[src/rtl/regfile_pkg.sv]
// regfile_pkg: shared constants and one-hot decode helper for the register file
package regfile_pkg;
    localparam int XLEN = 32;
    localparam int NUM_REGS = 32;
    localparam logic [31:0] EN_RESET = 32'h0000_0001;
    function automatic logic [31:0] onehot(input logic [4:0] addr);
        return 32'd1 << addr;
    endfunction
endpackage

[src/rtl/regfile_core_decoder.sv]
// decoder_5to32: 5-bit address to gated 32-bit one-hot vector
module decoder_5to32
    import regfile_pkg::*;
(
    input  logic [4:0]  addr,
    input  logic        en,
    output logic [31:0] dec
);
    always_comb dec = en ? onehot(addr) : '0;
endmodule

[src/rtl/regfile_core.sv]
// regfile_core: 32x32 register storage with write decode and registered one-hot read enables
module regfile_core #(
    parameter int XLEN = 32,
    parameter int NUM_REGS = 32,
    parameter bit ZERO_REG = 1
) (
    input  logic                     clock,
    input  logic                     ctrl_reset,
    input  logic                     ctrl_writeEnable,
    input  logic [4:0]               ctrl_writeReg,
    input  logic [XLEN-1:0]          data_writeReg,
    input  logic [4:0]               ctrl_readRegA,
    input  logic [4:0]               ctrl_readRegB,
    input  logic                     ctrl_holdRead,
    output logic [XLEN*NUM_REGS-1:0] reg_q,
    output logic [NUM_REGS-1:0]      tri_EN_A,
    output logic [NUM_REGS-1:0]      tri_EN_B,
    output logic [NUM_REGS-1:0]      wr_onehot
);
    import regfile_pkg::*;
    logic [NUM_REGS-1:0] dec_a;
    logic [NUM_REGS-1:0] dec_b;
    decoder_5to32 u_dec_wr (.addr(ctrl_writeReg), .en(ctrl_writeEnable), .dec(wr_onehot));
    decoder_5to32 u_dec_a (.addr(ctrl_readRegA), .en(1'b1), .dec(dec_a));
    decoder_5to32 u_dec_b (.addr(ctrl_readRegB), .en(1'b1), .dec(dec_b));
    for (genvar i = 0; i < NUM_REGS; i++) begin : g_reg
        if (ZERO_REG && i == 0) begin : g_zero
            assign reg_q[i*XLEN +: XLEN] = '0;
        end else begin : g_ff
            logic [XLEN-1:0] q;
            always_ff @(posedge clock) begin
                if (ctrl_reset) q <= '0;
                else if (wr_onehot[i]) q <= data_writeReg;
            end
            assign reg_q[i*XLEN +: XLEN] = q;
        end
    end
    // Reset parks both buses on register 0 so they are never undriven.
    always_ff @(posedge clock) begin
        if (ctrl_reset) begin
            tri_EN_A <= EN_RESET;
            tri_EN_B <= EN_RESET;
        end else if (!ctrl_holdRead) begin
            tri_EN_A <= dec_a;
            tri_EN_B <= dec_b;
        end
    end
endmodule
[config.mk]
export PLATFORM = sky130hd
export DESIGN_NAME = regfile_core
export DESIGN_NICKNAME = d
export VERILOG_FILES = /design/src/rtl/regfile_pkg.sv /design/src/rtl/regfile_core_decoder.sv /design/src/rtl/regfile_core.sv
export SDC_FILE = /design/constraint.sdc
export NUM_CORES = 2
export LEC_CHECK = 0
export BUFFER_PORTS_ARGS = -buffer_cell sky130_fd_sc_hd__clkbuf_2
export CAP_MARGIN = 10
export CORE_AREA = 2 2 461 463
export CTS_CLUSTER_SIZE = 24
export DETAILED_ROUTE_END_ITERATION = 6
export DIE_AREA = 0 0 463 465
export SYNTH_ARGS = -nofsm -noshare
export SYNTH_HDL_FRONTEND = slang
export SYNTH_SLANG_ARGS = --single-unit
[constraint.sdc]
create_clock -name clock -period 1.5 [get_ports clock]
set_clock_uncertainty 0.15 [all_clocks]
set_input_delay 0.15 -clock clock [delete_from_list [all_inputs] [get_ports clock]]
set_output_delay 0.15 -clock clock [all_outputs]
set_load 0.01 [all_outputs]
# Word-level counts from Yosys, hierarchy flattened
# Index checks and enable logic that the tools add are counted.
# classes
shifts	3
mux	1
# op_table
operator	count
<< shifter 1 x 5 -> 32 bit (first input constant)	3
2-to-1 mux 32 bit	1
# totals
register_bits	1056
out_inout_bits	1120

# Logic depth before layout (Yosys ltp)
# logic_depth
word_depth	2
depth_mapped	7
depth_no_buf	3

# By module
# From an unflattened synthesis, not the netlist that was laid out.
# unflattened
cells_unflattened	3687
hier_area_um2	38603.3
# by_module_without_submodules
module	instances	cells_each	area_per_inst_um2	seq_area_each_um2
regfile_core	1	3546	37901.4	21140.3
decoder_5to32	3	47	234.0	0.0

# Worst setup path after synthesis
# Ideal clock, no wire load.
# synth_timing
kind	input port to output port
start	input ctrl_writeReg[0]
end	output wr_onehot[4]
t_arrival_ns	1.184
required_time_ns	1.200
path_slack_ns	0.016
stages	6
n_path_buf	3
path_cell_list	buf_2 -> nor4bb_1 -> buf_2 -> nand2_2 -> buf_2 -> inv_1
# synth_via
elab_chain_cells	2
# synth_rtl
element	line	rtl
from (decl)	regfile_core.sv:10	input logic [4:0] ctrl_writeReg,
<< shifter 1 x 5 -> 32 bit	regfile_pkg.sv:7	return 32'd1 << addr;
2-to-1 mux 32 bit	regfile_core_decoder.sv:9	always_comb dec = en ? onehot(addr) : '0;
to (decl)	regfile_core.sv:18	output logic [NUM_REGS-1:0] wr_onehot
# No other way between the ends.

# Worst setup path in the final report
# layout_timing
start	register g_reg[26].g_ff.q[0]
end	output reg_q[832]
# layout_lines
element	line	rtl
from (decl)	regfile_core.sv:30	logic [XLEN-1:0] q;
from (signal assigned)	regfile_core.sv:33	else if (wr_onehot[i]) q <= data_writeReg;
to (decl)	regfile_core.sv:15	output logic [XLEN*NUM_REGS-1:0] reg_q,
# No word-level cell between the ends.

==> run metrics <==
status=finished, violations left; violated checks=negative setup slack; IO Port Bufs=1,138; Layout area overhead=74.7%; RSZ-0062 raised after global routing=true; crit path kind=flip-flop to output pin; met3 wire length=19,200 um; Clk pwr share=47.1%; post-DP HPWL=135,000 um; Power Density=915 nW/um^2; number of setup violations in the final report=787; Syn Area/Cell=9.29 sq um; fin crit share=106%; grt ovf=0; Area contributors post-synth=dfxtp_1 (52%), mux2i_1 (12%), nand2b_1 (8.0%); vias in the first global route=39,500; FP Rows=169; Power, Total=65,000 uW; Slew @ Worst Pin=0.913 ns; final net count=6,021; number of synthesized flops with an enable pin=0; Routed met2 length=106,000 um; commonest cells in the netlist=dfxtp_1 (1,056), nand2b_1 (517), o21ai_0 (515); DP Cell Count=8,197; pin count of the biggest net entering global routing=71; share of the synthesized area in the top cell type=52.0%; clock sink total=1,056; Hold Path Class=input port to flip-flop; peak supply drop=0.00114 V; fraction of registers with async set/reset=0%; H-tree lvl count=3; setup slack on the worst flop-to-flop path=-0.06 ns; highest metal used=met4; Max Slew Vio Count=0; Reg power frac=43.8%; synth unique cells=36; fillers=20,300; worst slack, placed=-0.352 ns; Finished Core Util=33.7%; Switch Pwr=16,700 uW; Pre-Repair DR Iteration Count=6; area occupied by multi-input gates=17,400 sq um; post-route ant nets=0; endpoints failing hold=0; Vias/cell=4.72; DR vias=42,000; Mapped Area=40,600 sq um; sequential cell area=22,500 sq um; Net Sw Frac=25.7%; worst path required time=1.20 ns; Post-Layout Cell Count=8,897; clock latency on the worst-skew pair=0.74 ns; largest area contributor in the netlist=dfxtp_1; Iteration-0 DRC Markers=3,531; max_slew headroom=39.1%; most frequent cell after synthesis=dfxtp_1; Most used DFF post-synth=dfxtp_1; Die Ht=465 um; CP top delay family=flip-flops; CTS tree=built; core area=211,000 sq um; Worst setup EP type=output pin; CP max FO=2; Metal-1 WL=80,000 um; maximum operating frequency=628 MHz; Combinational Power Share=9.1%; worst-case clock buffer depth=3; CP Cell Sequence=buf_8; Starting Density=19.3%; Syn. warnings=0; CP max-delay cell=dfxtp_4; CTS root buffer=clkbuf_16; count of buffer and inverter cells on the critical path=1; initial antenna violation count=12; Die Span X=463 um; share of post-route cells with drive strength above 1=52.5%; I/O pins=1,171; all-layer global routing usage=18.6%; Routed Wire Length=220,000 um; hold_ws=0.0252 ns; max-cap viol count=0; slowest stage delay, CP=0.39 ns; Synth Instances=4,373; clock transition at the registers of the reported paths=0.06 ns; GPL Wtd Cong=0.886; Critical Path AT=1.29 ns; wire per inst=24.7 um; Die Footprint=215,000 sq um; drt drc=0; first-pass GRT wire length=293,000 um; Critical Path Start Type=flip-flop; Period minus WS final=1.59 ns; post-route setup slack=-0.0916 ns; leak pwr=0.0311 uW; cts bufs inserted=113; Seq/Total Area, Yosys=52.0%; FF+latch count, synth=1,056; cell-internal power=48,300 uW
[registers in the layout (all words and copies together) (netlist names)]
| name | count |
|---|---|
| tri_EN_A | 32 |
| tri_EN_B | 32 |
| g.g_ff.q | 992 |
[layer usage]
metal  global-route usage [%]  up-vias
li1                         -    18200
met1                     21.2    20500
met2                     31.5     2610
met3                     4.57      702
met4                     11.0        0
met5                        0        -
[logic make-up (layout without fill, tap and decap cells)]
logic type             Yosys count  in the layout  share of synthesized area (%)
AOI/OAI and AO/OA             1088           1088                           13.8
buffers and inverters          574           2238                           6.16
DFF                           1056           1056                           52.0
muxes                          480            480                           11.8
other                            1             40                        0.00923
and+or+nand+nor               1174           1174                           16.2
[worst paths after layout]
kind / from / end / depth (start not counted)
max: g_reg[26].g_ff.q[0] / reg_q[832] / 1
min: ctrl_writeReg[3] / g_reg[3].g_ff.q[25] / 6
max reg2reg: g_reg[25].g_ff.q[22] / g_reg[25].g_ff.q[22] / 5
min reg2reg: tri_EN_A[30] / tri_EN_A[30] / 2
[power groups by stage]
stage / Sequential (uW) / Combinational [uW] / Clock, uW
global route: 28500 / 6110 / 32100
finish: 28500 / 5940 / 30600
CTS: 28400 / 5590 / 30800
global placement: 29000 / 4820 / 0
detailed placement: 29000 / 4850 / 0
floorplan: 29100 / 1970 / 0
[per-stage QoR]
stage                     TNS (ns)  instance area, sq um
final                       -20.49                 71000
after global routing        -90.65                 71000
after CTS                  -143.97                 65300
after detailed placement   -213.33                 52600
after global placement     -179.80                 52600
after floorplan                  0                 40800
[what timing repair did]
| item | 4_1_cts | 5_1_grt |
|---|---|---|
| cloned | 14 | 3 |
| endpoints found under the setup margin | 1088 | 1336 |
| hold buffers | 131 | 2 |
| hold endpoints to repair | 1019 | 20 |
| setup buffers | 199 | 148 |
| pin swaps | 14 | 10 |
| gates resized for setup | 1594 | 1772 |
[layout make-up]
cell class | instances | share of cell area (%)
Clock inverter | 52 | 1.09
Inverter | 26 | 0.148
Sequential cell | 1056 | 31.6
Multi-Input combinational cell | 2774 | 24.6
Clock buffer | 161 | 4.63
Antenna cell | 8 | 0.0282
Tap cell | 2821 | 4.97
Timing Repair Buffer | 1999 | 32.9
[placed cells by master, fill, tap and decap left out, drive strengths merged, types with 2 or more instances in the layout]
| cell type | n |
|---|---|
| a22oi | 31 |
| nor2 | 56 |
| conb | 32 |
| nand3 | 512 |
| nor4b | 5 |
| nand4bb | 2 |
| nor3b | 3 |
| inv | 34 |
| a22o | 4 |
| nor4bb | 8 |
| clkinvlp | 4 |
| nor3 | 3 |
| o21ai | 519 |
| buf | 1793 |
| dlymetal6s4s | 18 |
| o31ai | 6 |
| diode | 8 |
| nand4b | 3 |
| bufbuf | 13 |
| nand2b | 517 |
| nor2b | 8 |
| and2 | 2 |
| clkbuf | 228 |
| nand4 | 2 |
| and4b | 5 |
| dlygate4sd3 | 108 |
| dfxtp | 1056 |
| nand2 | 44 |
| a32oi | 12 |
| bufinv | 13 |
| mux2i | 480 |
| clkinv | 27 |
| a21oi | 514 |
| a221o | 2 |
(Power assumes the default switching activity.)
